### src/rtl/hamming_secded_dec_pipe.sv
// Two-stage pipelined Hamming decoder with optional SECDED overall parity,
// valid/ready handshake and saturating corrected/uncorrectable word counters.
module hamming_secded_dec_pipe #(
    parameter int DATA_W = 6,
    parameter int PAR_W  = 4,
    parameter int SECDED = 0,
    parameter int CNT_W  = 16
) (
    input  logic                            clk,
    input  logic                            reset,
    input  logic                            cnt_clr,
    input  logic                            in_valid,
    output logic                            in_ready,
    input  logic [DATA_W+PAR_W+SECDED-1:0]  in_code,
    output logic                            out_valid,
    input  logic                            out_ready,
    output logic [DATA_W-1:0]               out_data,
    output logic                            out_err_corr,
    output logic                            out_err_uncorr,
    output logic [PAR_W-1:0]                out_syndrome,
    output logic [CNT_W-1:0]                cnt_corr,
    output logic [CNT_W-1:0]                cnt_uncorr
);

    localparam int CODE_W = DATA_W + PAR_W + SECDED;
    localparam int N_POS  = DATA_W + PAR_W;

    if ((1 << PAR_W) < N_POS + 1) begin : g_param_check
        $error("PAR_W too small for DATA_W: need 2**PAR_W >= DATA_W+PAR_W+1");
    end

    // Hamming position of data bit idx: the idx-th non-power-of-two position.
    function automatic int data_pos(input int idx);
        int cnt;
        int pos;
        cnt = 0;
        pos = 0;
        for (int p = 1; p <= N_POS; p++) begin
            if ((p & (p - 1)) != 0) begin
                if (cnt == idx) pos = p;
                cnt++;
            end
        end
        return pos;
    endfunction

    function automatic logic [PAR_W-1:0] calc_syndrome(input logic [DATA_W-1:0] data,
                                                        input logic [PAR_W-1:0]  parity);
        logic [PAR_W-1:0] syn;
        int               pos;
        syn = parity;
        for (int i = 0; i < DATA_W; i++) begin
            pos = data_pos(i);
            for (int k = 0; k < PAR_W; k++) begin
                if (pos[k]) syn[k] = syn[k] ^ data[i];
            end
        end
        return syn;
    endfunction

    logic [DATA_W-1:0] raw_data;
    logic [PAR_W-1:0]  raw_par;
    logic [PAR_W-1:0]  syn_c;
    logic              ovr_c;

    logic              s1_valid;
    logic [PAR_W-1:0]  s1_syn;
    logic              s1_ovr;
    logic [DATA_W-1:0] s1_data;

    logic [DATA_W-1:0] fix_data;
    logic              fix_corr;
    logic              fix_uncorr;

    logic              stall;
    logic              xfer;

    assign raw_data = in_code[DATA_W-1:0];
    assign raw_par  = in_code[DATA_W +: PAR_W];
    assign syn_c    = calc_syndrome(raw_data, raw_par);
    // Without SECDED every nonzero syndrome is treated as a single-bit error.
    assign ovr_c    = (SECDED != 0) ? (^in_code) : 1'b1;

    assign stall    = out_valid & ~out_ready;
    assign in_ready = ~stall;
    assign xfer     = out_valid & out_ready;

    always_comb begin
        fix_data   = s1_data;
        fix_corr   = 1'b0;
        fix_uncorr = 1'b0;
        if (s1_syn == '0) begin
            fix_corr = (SECDED != 0) && s1_ovr;
        end else if (!s1_ovr) begin
            fix_uncorr = 1'b1;
        end else if (int'(s1_syn) <= N_POS) begin
            // A syndrome pointing at a parity position leaves the data untouched.
            fix_corr = 1'b1;
            for (int i = 0; i < DATA_W; i++) begin
                if (data_pos(i) == int'(s1_syn)) fix_data[i] = ~fix_data[i];
            end
        end else begin
            fix_uncorr = 1'b1;
        end
    end

    always_ff @(posedge clk or posedge reset) begin
        if (reset) begin
            s1_valid       <= 1'b0;
            s1_syn         <= '0;
            s1_ovr         <= 1'b0;
            s1_data        <= '0;
            out_valid      <= 1'b0;
            out_data       <= '0;
            out_err_corr   <= 1'b0;
            out_err_uncorr <= 1'b0;
            out_syndrome   <= '0;
        end else if (!stall) begin
            s1_valid       <= in_valid;
            s1_syn         <= syn_c;
            s1_ovr         <= ovr_c;
            s1_data        <= raw_data;
            out_valid      <= s1_valid;
            out_data       <= fix_data;
            out_err_corr   <= fix_corr;
            out_err_uncorr <= fix_uncorr;
            out_syndrome   <= s1_syn;
        end
    end

    // Clear takes priority over a coincident increment.
    always_ff @(posedge clk or posedge reset) begin
        if (reset) begin
            cnt_corr   <= '0;
            cnt_uncorr <= '0;
        end else if (cnt_clr) begin
            cnt_corr   <= '0;
            cnt_uncorr <= '0;
        end else begin
            if (xfer && out_err_corr && (cnt_corr != '1))
                cnt_corr <= cnt_corr + CNT_W'(1);
            if (xfer && out_err_uncorr && (cnt_uncorr != '1))
                cnt_uncorr <= cnt_uncorr + CNT_W'(1);
        end
    end

endmodule
### config.mk
export PLATFORM = sky130hd
export DESIGN_NAME = hamming_secded_dec_pipe
export DESIGN_NICKNAME = d
export VERILOG_FILES = /design/src/rtl/hamming_secded_dec_pipe.sv
export SDC_FILE = /design/constraint.sdc
export NUM_CORES = 1
export LEC_CHECK = 0
export CORE_ASPECT_RATIO = 1.2
export CORE_MARGIN = 2
export CORE_UTILIZATION = 25
export CTS_BUF_LIST = sky130_fd_sc_hd__clkbuf_8
export CTS_CLUSTER_SIZE = 24
export DETAILED_ROUTE_END_ITERATION = 8
export GPL_TIMING_DRIVEN = 0
export PLACE_DENSITY = 0.52
export SLEW_MARGIN = 20
export SYNTH_ARGS = -nofsm -noshare
export SYNTH_HDL_FRONTEND = slang
export SYNTH_SLANG_ARGS = --single-unit
### constraint.sdc
create_clock -name clk -period 2.4 [get_ports clk]
set_input_delay 0.48 -clock clk [delete_from_list [all_inputs] [get_ports clk]]
set_output_delay 0.48 -clock clk [all_outputs]
set_load 0.01 [all_outputs]
After elaboration in Yosys (flattened, before gate mapping)
Index checks and enable logic that the tools add are counted.
{ "totals": {"regBits": 57, "in_bits": 15, "out_inout_bits": 46, "elab_cells": 168} }
{ "op_classes": {"n_addsub": 6, "magnitude_cmp": 1, "n_eq_ne": 33, "mux": 82, "bitwise": 23, "n_reduce_logical": 12} }
{ "ops": {"columns": ["op", "count"], "rows": [
  ["32-bit 2-to-1 mux", 57],
  ["32-bit by 3-bit == test with 1-bit output, second input constant", 10],
  ["32-bit by 4-bit == test with 1-bit output, second input constant", 10],
  ["32-bit by 5-bit == test with 1-bit output", 6],
  ["32-bit by 2-bit == test with 1-bit output, second input constant", 5],
  ["32-bit zero test", 5],
  ["32-bit by 2-bit adder with 32-bit output, second input constant", 4],
  ["16-bit 2-to-1 mux", 4],
  ["16-bit by 1-bit adder with 16-bit output, second input constant", 2],
  ["16-bit != test, second input constant", 2],
  ["3-bit 2-to-1 mux", 6],
  ["6-bit 2-to-1 mux", 3],
  ["1-bit XOR", 13],
  ["1-bit 2-to-1 mux", 12],
  ["1-bit NOT", 8],
  ["4-bit less-or-equal comparator, second input constant", 1],
  ["1-bit logical AND", 4],
  ["4-bit zero test", 1],
  ["2-bit nonzero test", 2],
  ["1-bit AND", 2]
]} }

Depth between registers and ports, before layout
{ "logic_depth": {"depth_word": 30, "ltp_mapped": 6, "depth_no_buf": 5} }

Worst setup path before layout
No wires, ideal clock.
{ "synth_path": {"kind": "in2reg", "start": "input out_ready", "end": "register cnt_corr[15]", "setup_time_ns": 0.078, "arrival_time_ns": 1.854, "t_required_ns": 2.322, "setup_slack_ns": 0.468, "path_stages": 5, "path_buffers": 1, "cell_sequence": "nand3_1 > or4_1 > buf_2 > or4_1 > a21oi_1"} }
{ "synth_between": {"elab_chain_cells": 4} }
{ "synth_lines": {"columns": ["element", "line", "text"], "rows": [
  ["from (decl)", "16", "input logic out_ready,"],
  ["1-bit AND", "86", "assign xfer = out_valid & out_ready;"],
  ["1-bit logical AND (2 in a row)", "140", "if (xfer && out_err_corr && (cnt_corr != '1))"],
  ["2-bit nonzero test (no source line)", null, null],
  ["to (signal assigned)", "141", "cnt_corr <= cnt_corr + CNT_W'(1);"],
  ["to (decl)", "21", "output logic [CNT_W-1:0] cnt_corr,"]
]} }
Every way passes these cells.
A chain may end at the register's enable or synchronous reset.

Worst setup path after layout
{ "layout_path": {"start": "input out_ready", "end": "output in_ready"} }
{ "layout_between": {"elab_chain_cells": 3} }
{ "layout_lines": {"columns": ["element", "line", "text"], "rows": [
  ["1-bit NOT", "84", "assign stall = out_valid & ~out_ready;"],
  ["1-bit AND", "84", null],
  ["1-bit NOT", "85", "assign in_ready = ~stall;"],
  ["to (decl)", "13", "output logic in_ready,"]
]} }
Every way passes these cells.

==> out/results.ini <==
[outcome]
status=finished clean

[clock_network]
cts_sinks=57
clk_pin_slew_ns=0.07
cts_buffers=9
tritoncts=done
clkLatencyLatePin_ns=0.34
root_buffer=clkbuf_8
clock_path_buffers=2
cts-htree-levels=3

[timing]
tightest_slew_ns=0.909
fin_crit_ns=2.34
final-max-slew-violation-count=0
timing.hold.ws_ns=0.372
max_freq_mhz=428
maxSlewHeadroom=0.390
finalSetupViolCount=0
finClkSkew_ns=0.00808
setup_tns_ns=0
min_period_over_period=0.973
hold_viol_final=0

[placement]
io_buffers=59
place.detailed.hpwl_mm=5.46
gp_congestion=0.761

[power]
ir_drop_mv=0.338
clockPowerShare=0.349
leakage_uw=0.00150
p_int_uw=1810
switching_power_uw=740
power_frac_seq=0.453
p_per_area_nw_per_um2=643
p_sw_frac=0.290
comb_power_share=0.198

[detailed_routing]
dr_total_vias=2665
drc=0
dr.first_iter.drc_count=97
wl_per_cell_um=13.8
drt-pass1-iter-count=6
routed_wl_mm=7.66
via_per_inst=4.81
ant_nets=0

[layout]
nFillCells=1244
drive_gt1_frac=0.0605
seq_area_sq_um=1430
multiInputGateArea_sq_um=1440
antennaDiodeCount=0
final_nets=409
area_delta_synth_final_pct=35.0

[global_routing]
grt_pass1_wl_mm=12.6
grt_max_degree=51
first_global_vias=2541
antenna_found_initial=0
track_usage=0.129
grt_overflow=0

[synthesis]
netlist_area_sq_um=2940
synthesis.nets=338
seq_area_frac_synth=0.485
netlist_instances=321
synthTopCellsByArea=dfrtp_1, nand2_1, xnor2_1, a21oi_1, or4_1
yosys_warnings=0
syn_avg_cell_area_sq_um=9.16
yosys.area.top_type=dfrtp_1
synth_seq_cells=57
ys_types=38
synth_top_area_share=0.485

[flow_run]
maxCapViolations=0

[floorplan]
core-area_sq_um=11500
dieWidth_um=103
rows=43
start_util=0.255
dieArea_sq_um=12600
pin_count=61
fp.dieH_um=123

[critical_path]
worst-endpoint-required_ns=1.92
critPathArrivalTime_ns=1.86
crit_path_max_fanout=7
r2r_slack_ns=0.25
cp-start-kind=input pin
endpoint_kind=output port
crit_type=in2out

[worst_hold_path]
worstHoldPathType=in2async

path summary, 6_finish.rpt:
| check | start | to | cells after the start |
|---|---|---|---|
| max in group asynchronous | reset | out_data[2] | 3 |
| hold / removal | reset | cnt_uncorr[4] | 2 |
| setup reg to reg | cnt_uncorr[0] | cnt_uncorr[2] | 6 |
| min in group clk | s1_valid | out_valid | 1 |
| hold reg to reg | s1_valid | out_valid | 1 |
| setup / recovery | out_ready | in_ready | 5 |
power groups by stage:
stage	Sequential, uW	Clock, uW	Combinational [uW]
2_1_floorplan	1180	0	240
3_3_place_gp	1170	0	499
3_5_place_dp	1170	0	507
4_1_cts	1150	927	513
5_1_grt	1170	958	565
6_report	1160	890	504
cells in the final DEF, fill, tap and decap left out, types with 2 or more instances in the layout:
cell type	netlist	routed
nand3_2	1	2
or3_1	7	7
clkinv_2	0	2
mux2i_1	2	2
o21ai_0	18	18
nand2b_1	8	8
nor3_1	10	10
a21oi_1	25	25
nor4_1	4	3
ha_1	2	2
dfrtp_1	57	57
clkdlybuf4s50_1	0	59
nor3b_1	2	2
xnor2_1	16	16
or4_1	14	14
nand4_1	9	9
o41ai_1	4	4
o31ai_1	11	11
nor2_1	17	17
inv_1	6	7
mux2_1	4	4
buf_4	0	2
clkbuf_1	14	13
a41oi_1	2	2
nand3b_1	3	3
clkbuf_8	0	10
nor2b_1	6	6
nand3_1	11	10
xor2_1	3	3
and4_1	2	2
nand2_1	51	51
and3_1	2	2
state kept, by name, summed over array words and instances, names as in the netlist, 4 cells and up:
register	cells
cnt_corr	16
cnt_uncorr	16
out_data	6
s1_data	6
out_syndrome	4
s1_syn	4
through the flow:
| step | utilization | setup slack (ns) | power (uW) | cells | cell area (sq um) |
|---|---|---|---|---|---|
| floorplan | - | 0.468 | 1420 | 321 | 2940 |
| global placement | 0.324 | -0.718 | 1670 | 537 | 3730 |
| detailed placement | 0.326 | -0.532 | 1680 | 538 | 3760 |
| CTS | 0.343 | 0.0232 | 2590 | 554 | 3950 |
| global route | 0.345 | -0.0266 | 2690 | 554 | 3970 |
| finish | 0.345 | 0.0642 | 2550 | 554 | 3970 |
cell usage after synthesis:
| cell type | count |
|---|---|
| dfrtp_1 | 57 |
| nand2_1 | 51 |
| a21oi_1 | 25 |
| o21ai_0 | 18 |
| nor2_1 | 17 |
| xnor2_1 | 16 |
| clkbuf_1 | 14 |
| or4_1 | 14 |
| nand3_1 | 11 |
| o31ai_1 | 11 |
| nor3_1 | 10 |
| nand4_1 | 9 |
| nand2b_1 | 8 |
| or3_1 | 7 |
| inv_1 | 6 |
| nor2b_1 | 6 |
| mux2_1 | 4 |
| nor4_1 | 4 |
| o41ai_1 | 4 |
| nand3b_1 | 3 |
| xor2_1 | 3 |
| a41oi_1 | 2 |
| and3_1 | 2 |
| and4_1 | 2 |
| ha_1 | 2 |
| mux2i_1 | 2 |
| nor3b_1 | 2 |
| a22o_1 | 1 |
| a31oi_1 | 1 |
| and4_2 | 1 |
| buf_1 | 1 |
| buf_2 | 1 |
| nand3_2 | 1 |
| nor4b_1 | 1 |
| o2111ai_1 | 1 |
| or2_1 | 1 |
| or3_2 | 1 |
| or4b_1 | 1 |
kinds of logic (layout without fill, tap and decap cells):
group           after synthesis  in the layout  synth area share
flops                        57             57             0.485
mux                           6              6            0.0221
simple gates                152            152             0.272
xor+xnor                     19             19            0.0566
compound gates               63             63             0.127
buf+inv                      22             98            0.0285
fa+ha+maj                     2              2           0.00851
critical path, stage by stage:
cell and delay, ns:
clkdlybuf4s50_1 0.54, nor2b_1 0.07, buf_4 0.16, clkinvlp_4 0.07, clkdlybuf4s50_1 0.53
repair_timing:
action                     CTS  global route
setup buffers                1             0
hold buffers                 0             0
setup endpoints to repair    1             7
gates resized for setup      2             5
area by class of cell:
class                           count  area share
Timing Repair Buffer               61       0.158
Sequential cell                    57       0.360
Clock buffer                       10      0.0347
Multi-Input combinational cell    242       0.363
Buffer                             15      0.0155
Clock inverter                      6      0.0129
Tap cell                          157      0.0495
Inverter                            6     0.00725
metal layers:
layer | vias to the layer above | share of wire | GRT usage | wire, um
met2 | 63 | 0.49 | 0.208 | 3720
met1 | 1293 | 0.46 | 0.166 | 3490
met3 | 11 | 0.044 | 0.0376 | 340
li1 | 1298 | - | - | -
met5 | - | 0 | 0 | 0
met4 | 0 | 0.014 | 0.0444 | 107
No activity file was read; power rests on OpenSTA's default activity.
==> variant 1: new RTL, same settings <==
Change the parameter `CNT_W` from 16 to 32.
--- a/src/rtl/hamming_secded_dec_pipe.sv
+++ b/src/rtl/hamming_secded_dec_pipe.sv
@@ -4,7 +4,7 @@
     parameter int DATA_W = 6,
     parameter int PAR_W  = 4,
     parameter int SECDED = 0,
-    parameter int CNT_W  = 16
+    parameter int CNT_W  = 32
 ) (
     input  logic                            clk,
     input  logic                            reset,
Ports: changed (resized cnt_corr and cnt_uncorr); port bits go from 61 to 93. No check against the original RTL was run, so the function may have changed too.
==> variant 1 against the unedited design <==
Non-clock buffer count up 66; routed wire length up 86%; die area up 59%; setup slack worse by 0.034 ns; sequential share of layout area down 2.3 points; area after synthesis up 62%; total power up 30%; sequential cell count up 32; design area up 67%; highest routed layer unchanged.
==> variant 1: results (changes against the unedited design) <==
# port buffers: 92 (+56%)
post-detailed-routing wire length: 14200 µm (+86%)
CP max stage delay: 0.60 ns (+0.06 ns)
RD Place Congestion: 0.841 (+10%)
Warnings, synthesis: 0 (unchanged)
first-pass GRT wire length: 22300 µm (+77%)
Synth top cells by count: dfrtp_1, nand2_1, nor2_1, a21oi_1, xnor2_1
First-pass DRT Iterations: 5 (-1)
status: finished clean
actual slew at the worst max-slew pin: 0.592 ns (-0.317 ns)
largest net degree at the start of global routing: 28 (-45%)
worst-path fanout max: 7 (unchanged)
Hold Crit Class: flop to flop
Clock Skews: 0.0132 ns (+0.00512 ns)
Synth Net Count: 542 (+60%)
worst ir drop on vdd: 0.000269 V (-20%)
leakage power: 2.50 nW (+67%)
Placed Area: 6090 µm² (+62%)
Net Sw Frac: 29.2% (+0.16 points)
mux contribution to synthesized area: 1.87% (-0.35 points)
hpwl dp: 9890 µm (+81%)
share of layout cells above drive strength 1: 15.6% (+9.6 points)
Placed Cells: 876 (+63%)
critical path data arrival time: 2.67 ns (+0.81 ns)
complex-gate fraction of the synthesized area: 13.0% (+0.24 points)
Worst-Skew Late Latency: 0.38 ns (+0.04 ns)
Slowest cell on crit path: or4_4
Synth Area in XOR/XNOR: 7.00% (+1.3 points)
Non-Filler Instances: 915 (+65%)
clk slew on worst S/H paths: 0.09 ns (+0.02 ns)
initial antenna violation count: 0 (unchanged)
Mean Syn Cell Area: 9.06 µm² (-1.0%)
number of nets in the layout: 673 (+65%)
Seq/Total Area, Yosys: 46.8% (-1.7 points)
H-Tree Depth: 3 (unchanged)
Synth area leaders: dfrtp_1, xnor2_1, nand2_1
vias in the first global route: 4263 (+68%)
via count: 4542 (+70%)
global-route usage over all layers: 14.2% (+1.2 points)
1st-iter DRT viols: 311 (+220%)
post-synthesis cell type count: 48 (+26%)
biggest regs: cnt_corr (32), cnt_uncorr (32)
Synth Area in Adders: 0.526% (-0.33 points)
pre-CTS setup slack: -0.527 ns (+0.00509 ns)
final hold viol count: 0 (unchanged)
==> variant 1: per-layer routing <==
layer / up-vias / part of all wire (%) / GRT usage, %
met5: - / 0 / 0
met4: 0 / 2.0 / 5.33
met3: 25 / 5.0 / 2.99
met2: 127 / 49 / 23.2
met1: 2239 / 44 / 18.3
li1: 2151 / - / -
==> variant 1: cells by family (layout without fill, tap and decap cells) <==
logic type | after synthesis | in the layout
compound gates | 103 | 103
xor+xnor | 38 | 38
fa+ha+maj | 2 | 2
buf+inv | 38 | 171
flops | 89 | 89
mux | 8 | 8
simple gates | 247 | 248
==> variant 1: what timing repair did <==
item                       CTS  global route
setup endpoints to repair   44            42
cloned                       0             1
setup buffers               15            15
hold endpoints to repair     0             0
resized for setup           20            19
pin swaps                    6             9
==> variant 1: stage by stage <==
stage | util, % | hold WS, ns
floorplan | - | 0.430
global placement | 32.0 | 0.449
detailed placement | 32.4 | 0.455
CTS | 34.4 | 0.476
global route | 35.4 | 0.491
finish | 35.4 | 0.473
==> variant 1: path summary, 6_finish.rpt <==
| kind | startpoint | to | slack, ns | depth (start not counted) |
|---|---|---|---|---|
| worst max register to register | cnt_uncorr[15] | cnt_uncorr[31] | 0.03 | 5 |
| worst min register to register | s1_valid | s1_valid | 0.47 | 2 |
| max in group asynchronous | reset | cnt_uncorr[6] | 1.21 | 4 |
| worst max-delay path | cnt_uncorr[15] | cnt_uncorr[31] | 0.03 | 5 |
| min in group asynchronous | reset | out_data[4] | 0.48 | 2 |
| worst min-delay path | s1_valid | s1_valid | 0.47 | 2 |
==> variant 1: power groups by stage <==
stage               Sequential [mW]  Clock [mW]  Combinational (mW)
floorplan                      1.73           0               0.273
global placement               1.72           0               0.563
detailed placement             1.72           0               0.578
CTS                            1.69        1.08               0.583
global route                   1.71        1.15               0.642
finish                         1.70        1.04               0.580
==> variant 1: critical path: cells and delay by family, from the launching register on <==
family             cells  cell delay [ns]
AOI/OAI and AO/OA      1             0.14
DFF                    1             0.44
and+or+nand+nor        4             1.70
==> variant 1: layout make-up <==
class                   instances  area [µm²]
multi-input cells             399        2540
inverters                      15        63.8
clock buffers                   9         124
fillers                      1892       12100
repair buffers                125        1220
plain buffers                  17        82.6
clock inverters                 5        58.8
well taps                     256         320
flip-flops and latches         89        2240
==> variant 2: new RTL, same flow settings <==
Made on the original files. Make the reset (`reset`) synchronous in 2 clocked blocks.
--- a/src/rtl/hamming_secded_dec_pipe.sv
+++ b/src/rtl/hamming_secded_dec_pipe.sv
@@ -104,7 +104,7 @@
         end
     end
 
-    always_ff @(posedge clk or posedge reset) begin
+    always_ff @(posedge clk) begin
         if (reset) begin
             s1_valid       <= 1'b0;
             s1_syn         <= '0;
@@ -129,7 +129,7 @@
     end
 
     // Clear takes priority over a coincident increment.
-    always_ff @(posedge clk or posedge reset) begin
+    always_ff @(posedge clk) begin
         if (reset) begin
             cnt_corr   <= '0;
             cnt_uncorr <= '0;
Check against the original RTL: not settled (the Yosys comparison gave no result); the edit may change what the design does.
==> variant 2 against the unedited design <==
Count of clock-buffer cells in the layout is 1 lower; sequential cell count stayed put; area after synthesis is 4.9% lower; die area is 4.8% lower; sequential share of layout area is 5.7 points lower; maximum frequency is 6.0% higher; routed wire length is 1.7% higher; setup slack better by 0.13 ns; design area is 4.9% lower; critical path type unchanged; critical endpoint unchanged; highest routed layer unchanged.
Power is not compared: it rests on default switching activity, and its combinational part moved more than twofold at a synthesized area within 25%.
==> variant 2: results (changes against the unedited design) <==
via count: 2785 (+4.5%)
worst-path fanout max: 8 (+1)
Non-Filler Instances: 549 (-0.90%)
first-pass GRT wire length: 12600 µm (-0.21%)
Async S/R FF share, synth: 0% (-100 points)
Placed Cells: 533 (-0.93%)
Reg2Reg Depth: 5 (-1)
# port buffers: 60 (+1.7%)
vias in the first global route: 2594 (+2.1%)
CTS max path bufs: 2 (unchanged)
share of layout cells above drive strength 1: 6.71% (+0.67 points)
Seq/Total Area, Yosys: 40.8% (-7.7 points)
Hold Crit Class: flop to flop
RD Place Congestion: 0.758 (-0.43%)
Synth Net Count: 358 (+5.9%)
Fill cells: 1169 (-6.0%)
initial antenna violation count: 0 (unchanged)
status: finished clean
global-route usage over all layers: 13.2% (+0.29 points)
Gate Count Post-Synth: 341 (+6.2%)
Placed Area: 3560 µm² (-5.2%)
Synth area leaders: dfxtp_1, nand2_1, a21oi_1
Rel. slew slack: 36.7% (-2.3 points)
critical path data arrival time: 1.72 ns (-0.14 ns)
largest net degree at the start of global routing: 15 (-71%)
hpwl dp: 5730 µm (+5.0%)
post-synthesis cell type count: 40 (+5.3%)
post-detailed-routing wire length: 7790 µm (+1.7%)
1st-iter DRT viols: 102 (+5.2%)
pre-CTS setup slack: -0.634 ns (-0.103 ns)
Clock Skews: 0.0148 ns (+0.00668 ns)
[variant 2: worst max-delay path, cell delays in order]
cell and delay (ns):
clkdlybuf4s50_1 0.48, nor2b_1 0.14, clkbuf_4 0.20, clkinvlp_4 0.12, dlygate4sd2_1 0.29
[variant 2: logic make-up after synthesis]
logic type | Yosys count | share of synthesized area (%)
and+or+nand+nor | 160 | 29.2
xor gates and xnor gates | 12 | 4.25
AOI/OAI and AO/OA | 81 | 18.7
adders and majority gates | 2 | 0.896
DFF | 57 | 40.8
buffers and inverters | 20 | 2.82
muxes | 9 | 3.22
[variant 2: path summary, 6_finish.rpt]
kind,start,to,slack [ns]
max,out_ready,in_ready,0.20
min,out_syndrome[2],out_syndrome[2],0.46
max reg2reg,cnt_corr[0],cnt_corr[0],0.34
min reg2reg,out_syndrome[2],out_syndrome[2],0.46
[variant 2: area by class of cell]
class	count	area [µm²]	share of cell area (%)
inverters	4	18.8	0.497
flip-flops and latches	57	1140	30.2
well taps	132	165	4.38
multi-input cells	264	1570	41.7
repair buffers	61	607	16.1
clock inverters	7	80.1	2.12
plain buffers	15	63.8	1.69
clock buffers	9	124	3.28
[variant 2: per-layer routing]
metal / vias up / share of wire, % / routed length, µm / GRT usage (%)
met5: - / 0 / 0 / 0
met4: 0 / 1.7 / 134 / 5.22
met3: 13 / 4.4 / 344 / 3.09
met2: 58 / 49 / 3850 / 22.4
met1: 1303 / 44 / 3460 / 16.1
li1: 1411 / - / - / -
[variant 2: timing repair]
item / 4_1_cts / 5_1_grt
endpoints found under the setup margin: 1 / 0
resized for setup: 4 / 0
setup buffers: 1 / 0
